[config.mk]
export PLATFORM = sky130hd
export DESIGN_NAME = wire_seq_gen_flat
export DESIGN_NICKNAME = d
export VERILOG_FILES = /design/src/rtl/wire_seq_gen_if.sv /design/src/rtl/wire_seq_gen.sv /design/src/flat_wrapper.sv
export SDC_FILE = /design/constraint.sdc
export NUM_CORES = 1
export LEC_CHECK = 0
export CAP_MARGIN = 20
export CORE_MARGIN = 2
export CORE_UTILIZATION = 46
export DETAILED_ROUTE_END_ITERATION = 10
export PLACE_DENSITY = 0.76
export SLEW_MARGIN = 40
export SYNTH_ARGS = -nofsm -noshare
export SYNTH_HDL_FRONTEND = slang
export SYNTH_SLANG_ARGS = --single-unit
[constraint.sdc]
create_clock -name clk -period 2.29 [get_ports clk]
set_input_delay 0.458 -clock clk [delete_from_list [all_inputs] [get_ports clk]]
set_output_delay 0.458 -clock clk [all_outputs]
set_load 0.01 [all_outputs]
[src/rtl/wire_seq_gen_if.sv]
// wire_seq_gen_if: start/done handshake plus stimulus/response bus of the
// wire-exercise sequencer. master = sequencer side, slave = bench/DUT side.
interface wire_seq_gen_if #(
  parameter int unsigned WIDTH = 2
);
  logic             start;
  logic [WIDTH-1:0] resp;
  logic [WIDTH-1:0] stim;
  logic             busy;
  logic             done;
  logic             err;
  logic [7:0]       err_count;

  modport master (
    input  start, resp,
    output stim, busy, done, err, err_count
  );

  modport slave (
    output start, resp,
    input  stim, busy, done, err, err_count
  );
endinterface

[src/rtl/wire_seq_gen.sv]
// wire_seq_gen: walks WIDTH stimulus wires through all 2^WIDTH combinations
// in Gray-code order, holding each pattern for DWELL cycles, then pulses done.
// Optional loopback checker built when WIRE_SEQ_GEN_CHECK_EN is defined;
// otherwise err/err_count are tied low and resp is ignored.
module wire_seq_gen #(
  parameter int unsigned WIDTH = 2,
  parameter int unsigned DWELL = 20
) (
  input  logic           clk,
  input  logic           rst,
  wire_seq_gen_if.master bus
);

  localparam int unsigned KW = WIDTH + 1;
  localparam int unsigned CW = $clog2(DWELL + 1);
  localparam logic [KW-1:0] K_LAST   = KW'((2 ** WIDTH) - 1);
  localparam logic [CW-1:0] CNT_LAST = CW'(DWELL - 1);

  typedef enum logic [1:0] {
    S_IDLE = 2'd0,
    S_RUN  = 2'd1,
    S_DONE = 2'd2
  } state_t;

  state_t           state_q, state_d;
  logic [KW-1:0]    k_q, k_d;
  logic [CW-1:0]    cnt_q, cnt_d;
  logic [WIDTH-1:0] stim_q, stim_d;
  logic             busy_q, busy_d;
  logic             done_q, done_d;

  // State, step/dwell counters and registered outputs
  always_ff @(posedge clk) begin
    if (rst) begin
      state_q <= S_IDLE;
      k_q     <= '0;
      cnt_q   <= '0;
      stim_q  <= '0;
      busy_q  <= 1'b0;
      done_q  <= 1'b0;
    end else begin
      state_q <= state_d;
      k_q     <= k_d;
      cnt_q   <= cnt_d;
      stim_q  <= stim_d;
      busy_q  <= busy_d;
      done_q  <= done_d;
    end
  end

  // Next-state and next-output decode; outputs follow the state being entered
  always_comb begin
    state_d = state_q;
    k_d     = k_q;
    cnt_d   = cnt_q;
    case (state_q)
      S_IDLE: begin
        if (bus.start) begin
          state_d = S_RUN;
          k_d     = '0;
          cnt_d   = '0;
        end
      end
      S_RUN: begin
        if (cnt_q == CNT_LAST) begin
          cnt_d = '0;
          if (k_q == K_LAST) begin
            state_d = S_DONE;
          end else begin
            k_d = k_q + KW'(1);
          end
        end else begin
          cnt_d = cnt_q + CW'(1);
        end
      end
      S_DONE: begin
        state_d = S_IDLE;
      end
      default: begin
        state_d = S_IDLE;
      end
    endcase

    busy_d = (state_d == S_RUN);
    done_d = (state_d == S_DONE);
    stim_d = (state_d == S_RUN) ? WIDTH'(k_d ^ (k_d >> 1)) : '0;
  end

  assign bus.stim = stim_q;
  assign bus.busy = busy_q;
  assign bus.done = done_q;

`ifdef WIRE_SEQ_GEN_CHECK_EN
  logic       err_q;
  logic [7:0] err_count_q;
  logic       seq_start_c;
  logic       check_c;

  assign seq_start_c = (state_q == S_IDLE) && bus.start;
  assign check_c     = (state_q == S_RUN) && (cnt_q == CNT_LAST);

  // Sticky mismatch flag and saturating count, sampled on each step's last cycle
  always_ff @(posedge clk) begin
    if (rst) begin
      err_q       <= 1'b0;
      err_count_q <= '0;
    end else if (seq_start_c) begin
      err_q       <= 1'b0;
      err_count_q <= '0;
    end else if (check_c && (bus.resp != stim_q)) begin
      err_q <= 1'b1;
      if (err_count_q != 8'hFF) begin
        err_count_q <= err_count_q + 8'd1;
      end
    end
  end

  assign bus.err       = err_q;
  assign bus.err_count = err_count_q;
`else
  logic unused_resp;

  assign unused_resp   = ^bus.resp;
  assign bus.err       = 1'b0;
  assign bus.err_count = '0;
`endif

endmodule

[src/flat_wrapper.sv]
// flat-port wrapper written by rule: the top's interface ports become plain ports
module wire_seq_gen_flat 
#(
  parameter int unsigned WIDTH = 2,
  parameter int unsigned DWELL = 20
)
  (clk, rst, bus_start, bus_resp, bus_stim, bus_busy, bus_done, bus_err, bus_err_count);
  wire_seq_gen_if #(.WIDTH(WIDTH)) bus_i ();
  input  logic clk;
  input  logic rst;
  input wire logic [$bits(bus_i.start)-1:0] bus_start;
  input wire logic [$bits(bus_i.resp)-1:0] bus_resp;
  output wire logic [$bits(bus_i.stim)-1:0] bus_stim;
  output wire logic [$bits(bus_i.busy)-1:0] bus_busy;
  output wire logic [$bits(bus_i.done)-1:0] bus_done;
  output wire logic [$bits(bus_i.err)-1:0] bus_err;
  output wire logic [$bits(bus_i.err_count)-1:0] bus_err_count;
  assign bus_i.start = bus_start;
  assign bus_i.resp = bus_resp;
  assign bus_stim = bus_i.stim;
  assign bus_busy = bus_i.busy;
  assign bus_done = bus_i.done;
  assign bus_err = bus_i.err;
  assign bus_err_count = bus_i.err_count;
  wire_seq_gen #(.WIDTH(WIDTH), .DWELL(DWELL)) u_core (.clk(clk), .rst(rst), .bus(bus_i));
endmodule
### Word level (Yosys, flattened, before mapping)

Index checks and enable logic that the tools add are counted.

| storage, ports and cells | value |
|---|---|
| input port bits | 5 |
| memories | 0 |
| output and inout port bits | 13 |
| ROM bits | 0 |
| RAM bits | 0 |
| logic and storage cells | 31 |
| flip-flop bits (word level) | 14 |
| latch bits | 0 |

| cells by class | value |
|---|---|
| multiplexer cells | 11 |
| multiply operators | 0 |
| shifts and indexed selects | 0 |
| bitwise logic cells | 2 |
| divide/modulo/power cells | 0 |
| reductions and logical operators | 4 |
| $add $sub $neg | 2 |
| equality and inequality tests | 6 |
| magnitude comparators | 0 |

Operators with widths:

| operator | count |
|---|---|
| $mux W5 | 2 |
| $pmux W5 S2 | 1 |
| $mux W3 | 3 |
| $mux W2 | 3 |
| $pmux W3 S2 | 1 |
| $add A5 B1 Y5 const B | 1 |
| $eq A5 B5 Y1 const B | 1 |
| $eq A2 B1 Y1 const B | 2 |
| $pmux W2 S2 | 1 |
| $add A3 B1 Y3 const B | 1 |
| $eq A3 B2 Y1 const B | 1 |
| $eq A2 B2 Y1 const B | 1 |
| $logic_not A2 Y1 | 1 |
| $ne A2 B2 Y1 const B | 1 |
| $reduce_and A2 Y1 | 1 |
| $reduce_bool A2 Y1 | 1 |
| $reduce_or A2 Y1 | 1 |
| $xor A2 B2 Y2 | 1 |
| $not A1 Y1 | 1 |

### Depth between registers and ports, before layout

Gate-level depths: netlist of the first run.

| logic depth | value |
|---|---|
| depth in word-level cells | 7 |
| mapped depth | 6 |
| gate-level depth less buffers | 5 |

### Worst setup path before layout of the first run

OpenSTA, ideal clock, no wires.

| timing path | value |
|---|---|
| path type | register -> register |
| start point | reg u_core.cnt_q[0] |
| end point | reg u_core.stim_q[0] (netlist: u_core.bus.stim[0]) |
| cell stages (with the launch flop) | 7 |
| library setup time | 0.066 ns |
| setup slack | 0.481 ns |
| data required time | 2.224 ns |
| arrival | 1.743 ns |
| period minus slack after synthesis | 1.809 ns |
| buffers on the path | 1 |
| cells stage by stage | dfxtp_1 ha_1 nand4bb_1 buf_2 or4_4 a211o_1 a21oi_2 |

| on the way | value |
|---|---|
| cells in the longest elaborated chain, start to end | 6 |
| elaborated cells on any way between the ends | 9 |
| classes of those cells | eq/ne: 2; mux: 4; bitwise: 2; reduce/logical: 1 |

Ends and longest elaborated chain:

| what | RTL line | text |
|---|---|---|
| start, declared | wire_seq_gen.sv:27 | `logic [CW-1:0] cnt_q, cnt_d;` |
| start signal, assigned | wire_seq_gen.sv:44 | `cnt_q <= cnt_d;` |
| $eq A5 B5 Y1 * | wire_seq_gen.sv:65 | `if (cnt_q == CNT_LAST) begin` |
| $mux W2 | wire_seq_gen.sv:65 |  |
| $pmux W2 S2 | wire_seq_gen.sv:56 | `case (state_q)` |
| $eq A2 B1 Y1 | wire_seq_gen.sv:86 | `stim_d = (state_d == S_RUN) ? WIDTH'(k_d ^ (k_d >> 1)) : '0;` |
| $not A1 Y1 (no source line) | -- |  |
| $reduce_or A2 Y1 (no source line) | -- |  |
| end signal, assigned | wire_seq_gen.sv:45 | `stim_q <= stim_d;` |
| end, declared | wire_seq_gen.sv:28 | `logic [WIDTH-1:0] stim_q, stim_d;` |

Mark *: on every way between the ends. The rest lies on a longest branch, timed or not.
A chain may end at the register's enable or synchronous reset.

### Worst setup path in the final report of the first run

Same ends and word-level chain as after synthesis.

==> qor.txt, run 1 <==
======================================================================================================
Largest vdd supply drop                                                                       0.315 mV
Placeable Area                                                                                1490 µm²
Critical path startpoint category                                                                 flop
Post-synthesis instance area                                                                   726 µm²
Post CTS Setup Buffer Count                                                                          0
Gate power share                                                                                 0.097
Net total in the final layout                                                                       97
Deepest clock path buffer count                                                                      2
Clock tree from TritonCTS                                                                         done
Internal power component                                                                      0.323 mW
Ports placed on the boundary                                                                        18
Number of warnings printed during yosys synthesis                                                    0
Horizontal die dimension                                                                       43.7 µm
Vias in the first global route                                                                     507
Unrepaired setup endpoints after global routing                                                  false
Power density normalized to cell area                                                       549 nW/µm²
Final hold viol count                                                                                0
Die ar.                                                                                       1910 µm²
Worst Path Arrival                                                                             2.05 ns
Cells after Synth                                                                                   82
CP Capture Type                                                                                   flop
Worst setup path end                                                                      u_core.bus.stim[0]
DP Wirelength                                                                                   922 µm
Routed length per instance                                                                     12.2 µm
Number of iterations in the first detailed-routing pass                                              4
Fin Setup TNS                                                                                     0 ns
RR Startpoint                                                                             u_core.cnt_q[0]
Buffers & Inverters on Critical Path                                                                 0
Final setup violating endpoints                                                                      0
First-pass GRT wire length                                                                     2.13 mm
Overall Global Routing Usage                                                                     0.150
Total grt overflow                                                                                   0
Utilization of the core after routing                                                            0.527
Clock sinks                                                                                         14
Cell with the largest stage delay on the worst path                                       sky130_fd_sc_hd__or4_4
Logic depth of the worst path, buffers included                                                      5
Most frequent standard cell in the layout excluding fill and tap cells                    sky130_fd_sc_hd__dfxtp_1
Number of unique standard cell types used by synthesis                                              34
Final period util                                                                                0.798
Flops & latches, synth                                                                              14
Post-Route WL                                                                                  1.27 mm
Tmin final                                                                                     1.83 ns
Maximum fanout along the worst path                                                                  5
Required time at the worst-slack endpoint                                                      2.51 ns
Via count                                                                                          579
Avg Vias per Cell                                                                                 5.57
Hold buffer count at cts                                                                             0
Clock transition at the register clock pins on the worst setup and hold paths after CTS        0.08 ns
Effective utilization at floorplan                                                               0.487
Launch point of the critical path                                                         u_core.cnt_q[0]
Proportion of synthesized chip area in sequential cells                                          0.386
Most frequent cells in the layout                                                         sky130_fd_sc_hd__dfxtp_1 (14), sky130_fd_sc_hd__nor2_1 (9), sky130_fd_sc_hd__conb_1 (9)
R2R Setup Slk                                                                                  0.46 ns
Filler cell count                                                                                  140
Antenna violations before repair                                                                     0
Cell chain of the critical path                                                           ha_1 -> nand4bb_1 -> or4_4 -> a211o_1 -> a21oi_2
Slowest Stage Delay on Critical Path                                                           0.51 ns
Fraction of power spent switching nets                                                           0.251
Final max-slew violation count                                                                       0
Critical path type                                                                             reg2reg
Row count                                                                                           14
Clk Latency, worst-skew pair                                                                   0.27 ns
Die Y-Extent                                                                                   43.7 µm
DR DRC count                                                                                         0
Level count of the clock H-tree                                                                      1
Mean area per synthesized cell                                                                8.85 µm²
Cell family with the largest share of critical-path delay                                 simple AND/OR/NAND/NOR gates
Switching power                                                                               0.108 mW
Remaining number of nets flagged by the antenna check after routing                                  0
Share of final-layout standard cells stronger than drive strength 1                              0.102
Antenna Diode Count                                                                                  0
Count of maximum capacitance violations                                                              0
Total leakage power                                                                           0.306 nW
Maximum clock frequency                                                                        547 MHz
Clock skew after layout                                                                    0.000575 ns
Buffers on Ports                                                                                     6
Run status                                                                                   completed
Hold WC Path Type                                                                              reg2reg
DRC violation total after the first TritonRoute iteration                                           12
Endpoint of the most critical register-to-register path                                   u_core.bus.stim[0]
Sequential cell fraction of total power                                                          0.587
Gpl congestion                                                                                   0.857
Area Overhead vs Synth                                                                           8.10%
Largest net degree at the start of global routing                                                   12
Total CTS buffers                                                                                    3
Post-CTS resize count                                                                                0
Worst hold stages                                                                                    1
Buffer cell driving the clock tree root                                                   sky130_fd_sc_hd__clkbuf_4
Number of cells on the worst reg-to-reg path                                                         5
Clk pwr share                                                                                    0.316
======================================================================================================
[through the flow]
step	setup slack, ns	area (µm²)	cells	power [mW]	hold slack, ns
5_1_grt	0.376	785	104	0.450	0.557
3_5_place_dp	0.217	762	101	0.300	0.502
4_1_cts	0.470	785	104	0.435	0.512
2_1_floorplan	0.481	756	90	0.300	0.462
3_3_place_gp	0.229	762	101	0.299	0.483
6_report	0.462	785	104	0.431	0.521
[worst min path at each step]
stage	start	endpoint
3_5_place_dp	u_core.cnt_q[4]	u_core.cnt_q[4]
6_report	u_core.cnt_q[4]	u_core.cnt_q[4]
4_1_cts	u_core.cnt_q[4]	u_core.cnt_q[4]
5_1_grt	u_core.cnt_q[4]	u_core.cnt_q[4]
3_3_place_gp	u_core.cnt_q[4]	u_core.cnt_q[4]
2_1_floorplan	u_core.cnt_q[4]	u_core.cnt_q[4]
[metal layers]
layer | wire length, µm | vias to the layer above | part of all wire | track usage
li1 | - | 299 | - | -
met1 | 633 | 257 | 0.50 | 0.205
met2 | 554 | 19 | 0.44 | 0.221
met3 | 48 | 4 | 0.038 | 0.0125
met4 | 33 | 0 | 0.026 | 0.109
met5 | 0 | - | 0 | 0
[cell usage after synthesis]
master / number / area, µm²
sky130_fd_sc_hd__and4bb_2: 1 / 12.5
sky130_fd_sc_hd__nand2b_1: 2 / 12.5
sky130_fd_sc_hd__a311oi_1: 2 / 17.5
sky130_fd_sc_hd__o211ai_1: 1 / 7.51
sky130_fd_sc_hd__or3b_2: 1 / 8.76
sky130_fd_sc_hd__a21o_1: 2 / 15.0
sky130_fd_sc_hd__nand3b_1: 1 / 7.51
sky130_fd_sc_hd__nor4_1: 2 / 12.5
sky130_fd_sc_hd__nor3_1: 2 / 10.0
sky130_fd_sc_hd__conb_1: 1 / 3.75
sky130_fd_sc_hd__o21bai_1: 1 / 7.51
sky130_fd_sc_hd__buf_4: 9 / 67.6
sky130_fd_sc_hd__nand4_1: 1 / 6.26
sky130_fd_sc_hd__nand3_1: 2 / 10.0
sky130_fd_sc_hd__o311a_2: 1 / 11.3
sky130_fd_sc_hd__ha_1: 2 / 25.0
sky130_fd_sc_hd__a21oi_1: 5 / 25.0
sky130_fd_sc_hd__o21ai_0: 1 / 5.00
sky130_fd_sc_hd__nand4bb_1: 1 / 11.3
sky130_fd_sc_hd__clkbuf_1: 1 / 3.75
sky130_fd_sc_hd__nand2_1: 3 / 11.3
sky130_fd_sc_hd__and4_1: 1 / 8.76
sky130_fd_sc_hd__a22oi_1: 1 / 7.51
sky130_fd_sc_hd__inv_1: 3 / 11.3
sky130_fd_sc_hd__a211o_1: 1 / 8.76
sky130_fd_sc_hd__buf_2: 2 / 10.0
sky130_fd_sc_hd__a41oi_1: 1 / 8.76
sky130_fd_sc_hd__a21oi_2: 1 / 8.76
sky130_fd_sc_hd__nor2b_1: 2 / 12.5
sky130_fd_sc_hd__and3_1: 1 / 6.26
sky130_fd_sc_hd__dfxtp_1: 14 / 280
sky130_fd_sc_hd__nor2_1: 9 / 33.8
sky130_fd_sc_hd__o311ai_1: 3 / 26.3
sky130_fd_sc_hd__or4_4: 1 / 11.3
[power groups by stage]
stage / Clock, mW / Sequential [mW] / Combinational, mW
2_1_floorplan: 0 / 0.258 / 0.0412
5_1_grt: 0.149 / 0.254 / 0.0466
6_report: 0.136 / 0.253 / 0.0418
3_5_place_dp: 0 / 0.259 / 0.0411
3_3_place_gp: 0 / 0.258 / 0.0408
4_1_cts: 0.141 / 0.253 / 0.0413
[flip-flops by register name, summed over array words and instances, names as in the netlist]
signal / flops
u_core.bus.busy: 1
u_core.k_q: 3
u_core.bus.stim: 2
u_core.cnt_q: 5
u_core.bus.done: 1
u_core.state_q: 2
[logic make-up after synthesis]
family,share of synthesized area
and+or+nand+nor,0.241
AOI/OAI and AO/OA,0.205
buffers and inverters,0.128
DFF,0.386
adders and majority gates,0.0345
other,0.00517
[area by class of cell]
type	count	area [µm²]	area share
inverters	3	11.3	0.0144
flip-flops and latches	14	280	0.357
well taps	16	20.0	0.0255
clock buffers	3	22.5	0.0287
repair buffers	7	67.6	0.0861
multi-input cells	61	383	0.488
Note: power is estimated with default switching activity, not from simulation.
==> run 2: changes to the inputs <==
- clock period: 2.29 -> 1.8 ns (I/O delays scaled with it)
==> qor.txt, run 2 (synthesized netlist as in run 1, its figures left out) <==
======================================================================================================
Clock tree from TritonCTS                                                                         done   unchanged
Final setup violating endpoints                                                                      0   unchanged
Routed length per instance                                                                     12.8 µm   was 12.2 µm
Post-Route WL                                                                                  1.44 mm   was 1.27 mm
Total leakage power                                                                           0.350 nW   was 0.306 nW
Effective utilization at floorplan                                                               0.487   unchanged
Deepest clock path buffer count                                                                      2   unchanged
Most frequent cells in the layout                                                         sky130_fd_sc_hd__dfxtp_1 (12), sky130_fd_sc_hd__nor2_1 (9), sky130_fd_sc_hd__conb_1 (9), sky130_fd_sc_hd__buf_4 (9), sky130_fd_sc_hd__clkdlybuf4s50_1 (6)   was sky130_fd_sc_hd__dfxtp_1 (14), sky130_fd_sc_hd__nor2_1 (9), sky130_fd_sc_hd__conb_1 (9)
Ports placed on the boundary                                                                        18   unchanged
Clk Latency, worst-skew pair                                                                   0.28 ns   was 0.27 ns
Worst Path Arrival                                                                             1.94 ns   was 2.05 ns
Final max-slew violation count                                                                       0   unchanged
Max reg flops                                                                                        5   unchanged
Final hold viol count                                                                                0   unchanged
Share of final-layout standard cells stronger than drive strength 1                              0.227   was 0.102
Clock skew after layout                                                                    0.000457 ns   was 0.000575 ns
Critical path startpoint category                                                                 flop   unchanged
Antenna violations before repair                                                                     0   unchanged
Maximum fanout along the worst path                                                                  5   unchanged
DRC violation total after the first TritonRoute iteration                                           10   was 12
Clock sinks                                                                                         14   unchanged
Vias in the first global route                                                                     572   was 507
Endpoint of the most critical register-to-register path                                   u_core.bus.stim[0]   unchanged
Final period util                                                                                0.956   was 0.798
Remaining number of nets flagged by the antenna check after routing                                  0   unchanged
Placeable Area                                                                                1490 µm²   unchanged
Cell with the largest stage delay on the worst path                                       sky130_fd_sc_hd__or4_4   unchanged
Setup slack after layout                                                                     0.0795 ns   was 0.462 ns
Die ar.                                                                                       1910 µm²   unchanged
Cell family with the largest share of critical-path delay                                 simple AND/OR/NAND/NOR gates   unchanged
Worst hold margin                                                                             0.522 ns   was 0.521 ns
Die Y-Extent                                                                                   43.7 µm   unchanged
Antenna Diode Count                                                                                  0   unchanged
Worst slack at placement                                                                     -0.125 ns   was 0.217 ns
Register ranked first by flip-flop count                                                  u_core.cnt_q   unchanged
RR Startpoint                                                                             u_core.cnt_q[0]   unchanged
Post-CTS resize count                                                                                0   unchanged
Switching power                                                                               0.146 mW   was 0.108 mW
Utilization of the core after routing                                                            0.585   was 0.527
Largest vdd supply drop                                                                       0.550 mV   was 0.315 mV
Level count of the clock H-tree                                                                      1   unchanged
Required time at the worst-slack endpoint                                                      2.02 ns   was 2.51 ns
Gate power share                                                                                 0.104   was 0.097
Tmin final                                                                                     1.72 ns   was 1.83 ns
Power density normalized to cell area                                                       701 nW/µm²   was 549 nW/µm²
DR DRC count                                                                                         0   unchanged
Gpl congestion                                                                                   0.778   was 0.857
First-pass GRT wire length                                                                     2.38 mm   was 2.13 mm
Row count                                                                                           14   unchanged
Buffers on Ports                                                                                     6   unchanged
Buffers & Inverters on Critical Path                                                                 0   unchanged
Design Power                                                                                  0.610 mW   was 0.431 mW
Via count                                                                                          634   was 579
Buffer cell driving the clock tree root                                                   sky130_fd_sc_hd__clkbuf_4   unchanged
Largest net degree at the start of global routing                                                   10   was 12
Horizontal die dimension                                                                       43.7 µm   unchanged
Area Overhead vs Synth                                                                           20.0%   was 8.10%
Unrepaired setup endpoints after global routing                                                  false   unchanged
Overall Global Routing Usage                                                                     0.172   was 0.150
DP Wirelength                                                                                  1.08 mm   was 922 µm
Hold Path End                                                                             u_core.cnt_q[4]   unchanged
Most frequent standard cell in the layout excluding fill and tap cells                    sky130_fd_sc_hd__dfxtp_1   unchanged
Worst hold stages                                                                                    1   unchanged
Sequential cell fraction of total power                                                          0.529   was 0.587
Run status                                                                                   completed   unchanged
Hold buffer count at cts                                                                             0   unchanged
Maximum clock frequency                                                                        581 MHz   was 547 MHz
Avg Vias per Cell                                                                                 5.61   was 5.57
Fraction of power spent switching nets                                                           0.239   was 0.251
Hold WC Path Type                                                                              reg2reg   unchanged
Biggest registers after layout                                                            u_core.cnt_q x5, u_core.k_q x3   unchanged
Critical path type                                                                             reg2reg   unchanged
R2R Setup Slk                                                                                  0.08 ns   was 0.46 ns
Total CTS buffers                                                                                    3   unchanged
Post CTS Setup Buffer Count                                                                          0   unchanged
Number of iterations in the first detailed-routing pass                                              3   was 4
CP Capture Type                                                                                   flop   unchanged
Cell chain of the critical path                                                           ha_2 -> nand4bb_1 -> or4_4 -> a211o_1 -> a21oi_2   was ha_1 -> nand4bb_1 -> or4_4 -> a211o_1 -> a21oi_2
Clock transition at the register clock pins on the worst setup and hold paths after CTS        0.08 ns   about the same
Number of cells on the worst reg-to-reg path                                                         5   unchanged
Origin of the worst min-delay path                                                        u_core.cnt_q[4]   unchanged
Count of maximum capacitance violations                                                              0   unchanged
Net total in the final layout                                                                      105   was 97
Total grt overflow                                                                                   0   unchanged
Slowest Stage Delay on Critical Path                                                           0.52 ns   was 0.51 ns
Clk pwr share                                                                                    0.367   was 0.316
Internal power component                                                                      0.464 mW   was 0.323 mW
======================================================================================================
==> run 2: changes by cell type in the layout (fill, tap and decap cells not counted), sizes merged <==
cell	before	now
buf	1	9
clkbuf	3	4
==> run 2: metal layers <==
layer / track usage / part of all wire / vias to the layer above
li1: - / - / 319
met3: 0.0333 / 0.038 / 4
met2: 0.282 / 0.49 / 17
met4: 0.133 / 0.030 / 0
met1: 0.192 / 0.44 / 294
met5: 0 / 0 / -
==> run 2: power by group through the flow <==
stage / Combinational (mW) / Sequential (mW) / Clock, mW
final: 0.0636 / 0.323 / 0.224
after global routing: 0.0706 / 0.324 / 0.243
after CTS: 0.0631 / 0.322 / 0.230
after detailed placement: 0.0626 / 0.330 / 0
after global placement: 0.0609 / 0.329 / 0
after floorplan: 0.0526 / 0.329 / 0
==> run 2: how the worst max path moves through the flow <==
stage	start	to	slack [ns]	cells past startpoint
6_report	u_core.cnt_q[0]	u_core.bus.stim[0]	0.08	5
5_1_grt	u_core.cnt_q[0]	u_core.bus.stim[1]	0.01	6
4_1_cts	u_core.cnt_q[1]	u_core.bus.stim[0]	0.05	5
3_5_place_dp	bus_start	u_core.bus.stim[0]	-0.13	5
3_3_place_gp	bus_start	u_core.bus.stim[0]	-0.13	5
2_1_floorplan	u_core.cnt_q[1]	u_core.bus.stim[0]	0.02	6
==> run 2: final cells by class <==
class / instances / area [µm²]
timing repair buffer: 15 / 128
tap: 16 / 20.0
inverter: 3 / 11.3
sequential: 14 / 283
clock buffer: 4 / 36.3
multi-input combinational: 61 / 393
fill: 139 / 618
==> run 2: stage by stage <==
step           setup TNS (ns)  std cells  cell area [µm²]
2_1_floorplan               0         90              759
3_3_place_gp           -0.256        109              826
3_5_place_dp           -0.246        109              826
4_1_cts                     0        113              862
5_1_grt                     0        113              871
6_report                    0        113              871
